$ cat src/rtl/bram_read_arbiter_if.sv
// Engine-side request/response bus of the BRAM read arbiter.
// master = engine side, slave = arbiter side.
interface bram_read_arbiter_if #(
  parameter int N_REQ      = 2,
  parameter int ADDR_WIDTH = 10,
  parameter int DATA_WIDTH = 32
);
  logic [N_REQ-1:0]            req_valid;
  logic [N_REQ*ADDR_WIDTH-1:0] req_addr;
  logic [N_REQ-1:0]            req_ready;
  logic [N_REQ-1:0]            rsp_valid;
  logic [DATA_WIDTH-1:0]       rsp_data;

  modport master (
    output req_valid,
    output req_addr,
    input  req_ready,
    input  rsp_valid,
    input  rsp_data
  );

  modport slave (
    input  req_valid,
    input  req_addr,
    output req_ready,
    output rsp_valid,
    output rsp_data
  );
endinterface

$ cat src/rtl/bram_read_arbiter.sv
// Shares one BRAM read port between N_REQ engines (round-robin) and a host that has absolute priority.
// Optional engine stall counter is built when BRAM_ARB_STALL_CNT_EN is defined.
module bram_read_arbiter #(
  parameter int N_REQ      = 2,
  parameter int ADDR_WIDTH = 10,
  parameter int DATA_WIDTH = 32,
  parameter int REG_WIDTH  = 32
) (
  input  logic                  i_clk,
  input  logic                  i_rst,
  input  logic                  i_host_sel,
  input  logic [ADDR_WIDTH-1:0] i_host_addr,
  input  logic                  i_host_valid,
  output logic [DATA_WIDTH-1:0] o_host_data,
  bram_read_arbiter_if.slave    eng,
  output logic [ADDR_WIDTH-1:0] o_bram_r_addr,
  output logic                  o_bram_r_valid,
  input  logic [DATA_WIDTH-1:0] i_bram_r_data,
  output logic [REG_WIDTH-1:0]  o_stall_cnt
);
  localparam int PTR_W = (N_REQ > 1) ? $clog2(N_REQ) : 1;

  logic [PTR_W-1:0]      r_rr_ptr;
  logic [N_REQ-1:0]      r_tag;
  logic [PTR_W-1:0]      w_grant_idx;
  logic                  w_grant_any;
  logic                  w_grant_vld;
  logic [N_REQ-1:0]      w_req_ready;
  logic [ADDR_WIDTH-1:0] w_eng_addr;

  // First pending request found scanning upward (with wrap) from the round-robin pointer.
  always_comb begin : grant_search
    int   j;
    logic hit;
    j           = 0;
    hit         = 1'b0;
    w_grant_any = 1'b0;
    w_grant_idx = '0;
    for (int k = 0; k < N_REQ; k++) begin
      j           = int'(r_rr_ptr) + k;
      j           = (j >= N_REQ) ? (j - N_REQ) : j;
      hit         = !w_grant_any && eng.req_valid[j];
      w_grant_idx = hit ? PTR_W'(j) : w_grant_idx;
      w_grant_any = w_grant_any | hit;
    end
  end

  assign w_grant_vld = w_grant_any && !i_host_sel && !i_rst;
  assign w_req_ready = w_grant_vld ? (N_REQ'(1) << w_grant_idx) : '0;
  assign w_eng_addr  = eng.req_addr[w_grant_idx*ADDR_WIDTH +: ADDR_WIDTH];

  // BRAM read port mux: host owns it while selected, otherwise the granted engine.
  always_comb begin
    o_bram_r_addr  = '0;
    o_bram_r_valid = 1'b0;
    if (i_rst) begin
      o_bram_r_addr  = '0;
      o_bram_r_valid = 1'b0;
    end else if (i_host_sel) begin
      o_bram_r_addr  = i_host_addr;
      o_bram_r_valid = i_host_valid;
    end else if (w_grant_vld) begin
      o_bram_r_addr  = w_eng_addr;
      o_bram_r_valid = 1'b1;
    end else begin
      o_bram_r_addr  = '0;
      o_bram_r_valid = 1'b0;
    end
  end

  // Round-robin pointer and one-cycle response tag for the BRAM's read latency.
  always_ff @(posedge i_clk) begin
    if (i_rst) begin
      r_rr_ptr <= '0;
      r_tag    <= '0;
    end else begin
      r_tag <= w_req_ready;
      if (w_grant_vld) begin
        r_rr_ptr <= (w_grant_idx == PTR_W'(N_REQ - 1)) ? '0 : (w_grant_idx + PTR_W'(1));
      end else begin
        r_rr_ptr <= r_rr_ptr;
      end
    end
  end

  // Response is gated by reset so a read in flight when reset hits is dropped.
  assign eng.req_ready = w_req_ready;
  assign eng.rsp_valid = r_tag & {N_REQ{~i_rst}};
  assign eng.rsp_data  = i_bram_r_data;
  assign o_host_data   = i_bram_r_data;

`ifdef BRAM_ARB_STALL_CNT_EN
  logic [REG_WIDTH-1:0] r_stall_cnt;
  logic                 w_stall;

  assign w_stall = |(eng.req_valid & ~w_req_ready);

  // Saturating count of cycles in which some engine waited, host-blocked cycles included.
  always_ff @(posedge i_clk) begin
    if (i_rst) begin
      r_stall_cnt <= '0;
    end else if (w_stall && (r_stall_cnt != {REG_WIDTH{1'b1}})) begin
      r_stall_cnt <= r_stall_cnt + REG_WIDTH'(1);
    end else begin
      r_stall_cnt <= r_stall_cnt;
    end
  end

  assign o_stall_cnt = r_stall_cnt;
`else
  assign o_stall_cnt = '0;
`endif
endmodule
$ cat src/flat_wrapper.sv
// flat-port wrapper written by rule: the top's interface ports become plain ports
module bram_read_arbiter_flat 
#(
  parameter int N_REQ      = 2,
  parameter int ADDR_WIDTH = 10,
  parameter int DATA_WIDTH = 32,
  parameter int REG_WIDTH  = 32
)
  (i_clk, i_rst, i_host_sel, i_host_addr, i_host_valid, o_host_data, o_bram_r_addr, o_bram_r_valid, i_bram_r_data, o_stall_cnt, eng_req_valid, eng_req_addr, eng_req_ready, eng_rsp_valid, eng_rsp_data);
  bram_read_arbiter_if #(.N_REQ(N_REQ), .ADDR_WIDTH(ADDR_WIDTH), .DATA_WIDTH(DATA_WIDTH)) eng_i ();
  input  logic i_clk;
  input  logic i_rst;
  input  logic i_host_sel;
  input  logic [ADDR_WIDTH-1:0] i_host_addr;
  input  logic i_host_valid;
  output logic [DATA_WIDTH-1:0] o_host_data;
  output logic [ADDR_WIDTH-1:0] o_bram_r_addr;
  output logic o_bram_r_valid;
  input  logic [DATA_WIDTH-1:0] i_bram_r_data;
  output logic [REG_WIDTH-1:0] o_stall_cnt;
  input wire logic [$bits(eng_i.req_valid)-1:0] eng_req_valid;
  input wire logic [$bits(eng_i.req_addr)-1:0] eng_req_addr;
  output wire logic [$bits(eng_i.req_ready)-1:0] eng_req_ready;
  output wire logic [$bits(eng_i.rsp_valid)-1:0] eng_rsp_valid;
  output wire logic [$bits(eng_i.rsp_data)-1:0] eng_rsp_data;
  assign eng_i.req_valid = eng_req_valid;
  assign eng_i.req_addr = eng_req_addr;
  assign eng_req_ready = eng_i.req_ready;
  assign eng_rsp_valid = eng_i.rsp_valid;
  assign eng_rsp_data = eng_i.rsp_data;
  bram_read_arbiter #(.N_REQ(N_REQ), .ADDR_WIDTH(ADDR_WIDTH), .DATA_WIDTH(DATA_WIDTH), .REG_WIDTH(REG_WIDTH)) u_core (.i_clk(i_clk), .i_rst(i_rst), .i_host_sel(i_host_sel), .i_host_addr(i_host_addr), .i_host_valid(i_host_valid), .o_host_data(o_host_data), .eng(eng_i), .o_bram_r_addr(o_bram_r_addr), .o_bram_r_valid(o_bram_r_valid), .i_bram_r_data(i_bram_r_data), .o_stall_cnt(o_stall_cnt));
endmodule
$ cat config.mk
export PLATFORM = sky130hd
export DESIGN_NAME = bram_read_arbiter_flat
export DESIGN_NICKNAME = d
export VERILOG_FILES = /design/src/rtl/bram_read_arbiter_if.sv /design/src/rtl/bram_read_arbiter.sv /design/src/flat_wrapper.sv
export SDC_FILE = /design/constraint.sdc
export NUM_CORES = 1
export LEC_CHECK = 0
export CORE_UTILIZATION = 20
export DETAILED_ROUTE_END_ITERATION = 16
export PLACE_DENSITY = 0.79
export SETUP_SLACK_MARGIN = 0.4
export SLEW_MARGIN = 25
export SYNTH_ARGS = -nofsm -noshare
export SYNTH_HDL_FRONTEND = slang
export SYNTH_SLANG_ARGS = --single-unit
$ cat constraint.sdc
create_clock -name i_clk -period 1.29 [get_ports i_clk]
set_clock_uncertainty 0.15 [all_clocks]
set_input_delay 0.1935 -clock i_clk [delete_from_list [all_inputs] [get_ports i_clk]]
set_output_delay 0.1935 -clock i_clk [all_outputs]
set_load 0.01 [all_outputs]
# --- Word-level counts from Yosys, hierarchy flattened ---
# Cells that the tools add are included.
op_classes:
  add_sub_neg: 4
  multipliers: 1
  n_lt_le_gt_ge: 4
  n_shift: 2
  n_mux: 18
  n_bitwise: 3
  reduce_logical: 6
ops:
  columns: ["op", "count"]
  rows:
  - ["$lt A32 B3 Y1 const B", 2]
  - ["$mux W32", 2]
  - ["$ge A32 B3 Y1 const B", 1]
  - ["$sub A32 B3 Y32 const B", 1]
  - ["$mux W10", 3]
  - ["$shiftx A20 B6 Y10", 1]
  - ["$mux W1", 12]
  - ["$mul A1 B3 Y4 const B", 1]
  - ["$logic_and A1 B1 Y1", 3]
  - ["$logic_not A1 Y1", 3]
  - ["$sub A1 B2 Y3 const B", 1]
  - ["$add A1 B1 Y2 const B", 1]
  - ["$and A2 B2 Y2", 1]
  - ["$ge A1 B2 Y1 const B", 1]
  - ["$mux W2", 1]
  - ["$shl A1 B1 Y2 const A", 1]
  - ["$add A1 B1 Y1 const B", 1]
  - ["$not A1 Y1", 1]
  - ["$or A1 B1 Y1", 1]
totals:
  register_bits: 3
  output_inout_bits: 111
  wordCells: 40

# --- Depth between registers and ports, before layout ---
logic_depth:
  word_depth: 13
  mapped_depth: 4
  ltp_nobuf: 3

# --- Worst setup path before layout ---
# No wires, ideal clock.
synth_path:
  kind: "flip-flop to output port"
  start: "register u_core.r_rr_ptr"
  end: "output o_bram_r_addr[0]"
  arrival_ps: 1118
  required_time_ps: 947
  slack_ps: -171
  stages_incl_launch_ff: 5
  cell_sequence: "dfxtp_1 > nand2b_1 > and3_1 > buf_2 > a221o_1"
synth_between:
  elab_chain_cells: 13
  word_cells_on_any_way: 25
  classes_between: "3 x add/sub; 1 x mul; 2 x order compare; 1 x shift; 13 x mux; 1 x bitwise; 4 x reduce/logical"
synth_rtl:
  columns: ["item", "line_no", "source"]
  rows:
  - ["start, declared", "bram_read_arbiter.sv:23", "logic [PTR_W-1:0] r_rr_ptr;"]
  - ["start signal, assigned", "bram_read_arbiter.sv:79", "r_rr_ptr <= (w_grant_idx == PTR_W'(N_REQ - 1)) ? '0 : (w_grant_idx + PTR_W'(1));"]
  - ["start signal, assigned", "bram_read_arbiter.sv:81", "r_rr_ptr <= r_rr_ptr;"]
  - ["$add A1 B1 Y2 (tied with other cells)", "bram_read_arbiter.sv:40", "j = int'(r_rr_ptr) + k;"]
  - ["$sub A32 B3 Y32 (tied with other cells)", "bram_read_arbiter.sv:41", "j = (j >= N_REQ) ? (j - N_REQ) : j;"]
  - ["$mux W32 / $mux W1 (equally long branches)", "bram_read_arbiter.sv:41, bram_read_arbiter.sv:42", null]
  - ["$mux W1 (implied by the code) (2 in series)", "bram_read_arbiter.sv:42", "hit = !w_grant_any && eng.req_valid[j];"]
  - ["$mux W1 (implied by the code) / $logic_not A1 Y1 (equally long branches)", "bram_read_arbiter.sv:42", null]
  - ["$logic_and A1 B1 Y1", "bram_read_arbiter.sv:42", null]
  - ["$mux W1 / $or A1 B1 Y1 (equally long branches)", "bram_read_arbiter.sv:43, bram_read_arbiter.sv:44", null]
  - ["$mul A1 B3 Y4 / $logic_and A1 B1 Y1 (equally long branches)", "bram_read_arbiter.sv:50, bram_read_arbiter.sv:48", null]
  - ["$shiftx A20 B6 Y10 / $logic_and A1 B1 Y1 (equally long branches)", "bram_read_arbiter.sv:50, bram_read_arbiter.sv:48", null]
  - ["$mux W10 *", "bram_read_arbiter.sv:62", "end else if (w_grant_vld) begin"]
  - ["$mux W10 *", "bram_read_arbiter.sv:59", "end else if (i_host_sel) begin"]
  - ["$mux W10 *", "bram_read_arbiter.sv:56", "if (i_rst) begin"]
  - ["end, declared", "flat_wrapper.sv:17", "output logic [ADDR_WIDTH-1:0] o_bram_r_addr;"]
# Mark *: on every way between the ends. The rest lies on a longest branch, timed or not. The select of a mux whose other input is x is not followed.

# --- Worst setup path in the final report ---
layout_path:
  start: "register u_core.r_rr_ptr"
  end: "output o_bram_r_addr[5]"
# The elaborated chain is that of the path after synthesis.

==> flow_summary.toml <==
[outcome]
status = "complete, but fails checks"
violations = "negative setup slack"

[timing]
setup-tns-final_ns = -5.098
setup_viol = 12
fin_ws_ns = -0.5076
hold_ws_ns = 0.1512
hold_violations = 0
max_clock_freq_mhz = 556.3
fin_crit_ns = 1.798
grt_setup_unrepaired = "yes"
timing.final.crit_share_pct = 139.3
slew_violations = 0

[die]
fp.dieH_um = 75.14
dieArea_um2 = 5645
coreArea_um2 = 5140
die_x_um = 75.14
pin_count = 179
fp-row-count = 26
initial_core_util_pct = 20.81

[power]
power.internal_w = 0.0004847
combPwrFrac_pct = 45.4
switching_share_pct = 30.09
seq_power_share_pct = 14.4
net-switching-power_w = 0.0002086
clockPowerShare_pct = 40.1
power_density_nw_per_um2 = 594.6
p_leak_nw = 0.5731
ir_drop_uv = 367.8

[worst_setup_path]
r2r_end = "u_core.r_tag[0]"
end_kind = "output port"
arrival_ns = 1.45
path_buf_inv = 2
r2r_slack_ns = 0.22
setup.worst_path.class = "reg2out"
cp_slowest_cell = "dfxtp_2"
critPathTopFamily = "simple AND/OR/NAND/NOR gates"
critPathMaxFanout = 6
reg2reg_depth = 4
crit_path_cell_trace = "nand2b_4, and3_4, buf_12, a221o_1, buf_2"
startpoint = "u_core.r_rr_ptr"
cp-start-kind = "flop"
cp.required_ns = 0.95
max_stage_delay_ns = 0.31
r2r_start = "u_core.r_rr_ptr"

[hold_path]
holdPathEnd = "u_core.r_rr_ptr"
min_from = "i_rst"
hp-class = "in2reg"
whs_path_depth = 3

[grt]
grt_pass1_wl_mm = 3.243
grtUsageMet3_pct = 2.811
gr-total-overflow = 0
grt_pass1_vias = 635
use_met2_pct = 10.91
grt_antenna_before_repair = 0
track_usage_pct = 7.812
grt_max_degree = 11
busiest_layer = "met2"
grt_use_met1_pct = 9.308

[clocking]
worstSkewPairLatency_ns = 0.22
clk_pin_slew_worst_paths_ns = 0.03
cts_tree = "yes"
htree_num_levels = 1
cts_root_buffer = "clkbuf_8"
clockBufferDepth = 2
cts_buffers = 3
cts_sinks = 3

[route]
drc = 0
totalWireLength_mm = 2.545
antenna_left = 0
drt-wirelength-per-cell_um = 12.41
drtIter0Drc = 15
detail_route.vias_per_cell = 3.522
dr.pass1.iters = 4
dr_total_vias = 722

[placed_design]
dp_hpwl_mm = 1.870
dpl.cell_count = 195
place.gp.congestion = 0.7433
portBuffers = 50
place_ws_ns = -0.9482

[cells_and_area]
area_delta_synth_final_pct = 9.006
nNetsFinal = 204
final_cells = 205
final_util_pct = 22.69
n_antenna_cell = 0
drive_above_1_share_pct = 32.59
nFillCells = 601

[yosys]
synth_area_um2 = 1070
ys_ff_latch = 3
yosysWarnings = 0
yosysUniqueCellTypes = 19
synthCells = 138
avgSynthCellArea_um2 = 7.752
yosysSeqAreaShare_pct = 5.614

[flow_run]
cap_viol_max_count = 0
==> cells in the final DEF (no fill, tap or decap), drive strengths merged <==
cell type and count:
nor2 2, dlymetal6s2s 1, conb 32, nor2b 1, clkbuf 5, o22ai 1, nor3 2, and2b 4
a221o 10, clkdlybuf4s50 30, buf 27, nand2 1, and3 5, and2 10, dfxtp 3, nand2b 1
==> synth_stat cells (all sizes together) <==
| cell | number | area [um2] |
|---|---|---|
| buf | 98 | 737.0 |
| a221o | 10 | 100.1 |
| and2 | 10 | 62.56 |
| and2b | 4 | 32.53 |
| and3 | 4 | 31.28 |
| dfxtp | 3 | 60.06 |
| nor2 | 2 | 10.01 |
| nor3 | 2 | 10.01 |
| conb | 1 | 3.750 |
| nand2 | 1 | 3.750 |
| nand2b | 1 | 6.260 |
| nor2b | 1 | 6.260 |
| o22ai | 1 | 6.260 |
==> stage by stage <==
step,total power (W),area (um2)
3_5_place_dp,0.0004123,1086
6_report,0.0006933,1166
3_3_place_gp,0.0004107,1086
5_1_grt,0.0007358,1166
2_1_floorplan,0.0005019,1211
4_1_cts,0.0006839,1121
==> layout make-up <==
cell class                      count  area (um2)  share of cell area, %
Clock buffer                        4       45.04                  3.863
Multi-Input combinational cell     69       455.4                  39.06
Sequential cell                     3       61.31                  5.258
Tap cell                           70       87.58                  7.511
Timing Repair Buffer               59       516.7                  44.31
==> layer usage <==
layer / vias up / wire length (um)
met4: 0 / 141
li1: 318 / -
met5: - / 0
met2: 54 / 1200
met3: 23 / 236
met1: 327 / 966
==> power by group through the flow <==
stage,clock (W),sequential [W],combinational [W]
6_report,0.000278,0.000100,0.000315
5_1_grt,0.000293,0.000100,0.000343
4_1_cts,0.000285,0.000101,0.000298
3_5_place_dp,0,0.000102,0.000311
3_3_place_gp,0,0.000102,0.000309
2_1_floorplan,0,0.000101,0.000401
==> worst max path at each step <==
stage | slack (ns) | to | depth (start not counted)
6_report | -0.51 | o_bram_r_addr[5] | 5
5_1_grt | -0.54 | o_bram_r_addr[5] | 5
4_1_cts | -0.50 | o_bram_r_addr[4] | 5
3_5_place_dp | -0.95 | o_bram_r_addr[0] | 5
3_3_place_gp | -0.93 | o_bram_r_addr[4] | 5
2_1_floorplan | -0.11 | o_bram_r_addr[0] | 4
==> worst min-delay path, cell delays in order <==
cell and delay, ns:
buf_2 0.13, buf_6 0.12, nor2_1 0.04
==> state kept, by name (all words and copies together), names as in the netlist <==
signal and cells:
u_core.r_tag 2, u_core.r_rr_ptr 1
==> kinds of logic (layout without fill, tap and decap cells) <==
family	Yosys count	in the layout	share of synthesized area, %
flops	3	3	5.614
simple gates	25	26	15.21
other cells	1	32	0.3505
compound gates	11	11	9.942
buf+inv	98	63	68.89
==> what timing repair did <==
| action | in CTS | in global routing |
|---|---|---|
| pin swaps | 3 | 5 |
| setup endpoints to repair | 18 | 18 |
| hold buffers | 0 | 0 |
| cloned | 1 | 0 |
| buffers inserted | 2 | 3 |
| gates resized for setup | 71 | 23 |
(Power assumes the default switching activity.)
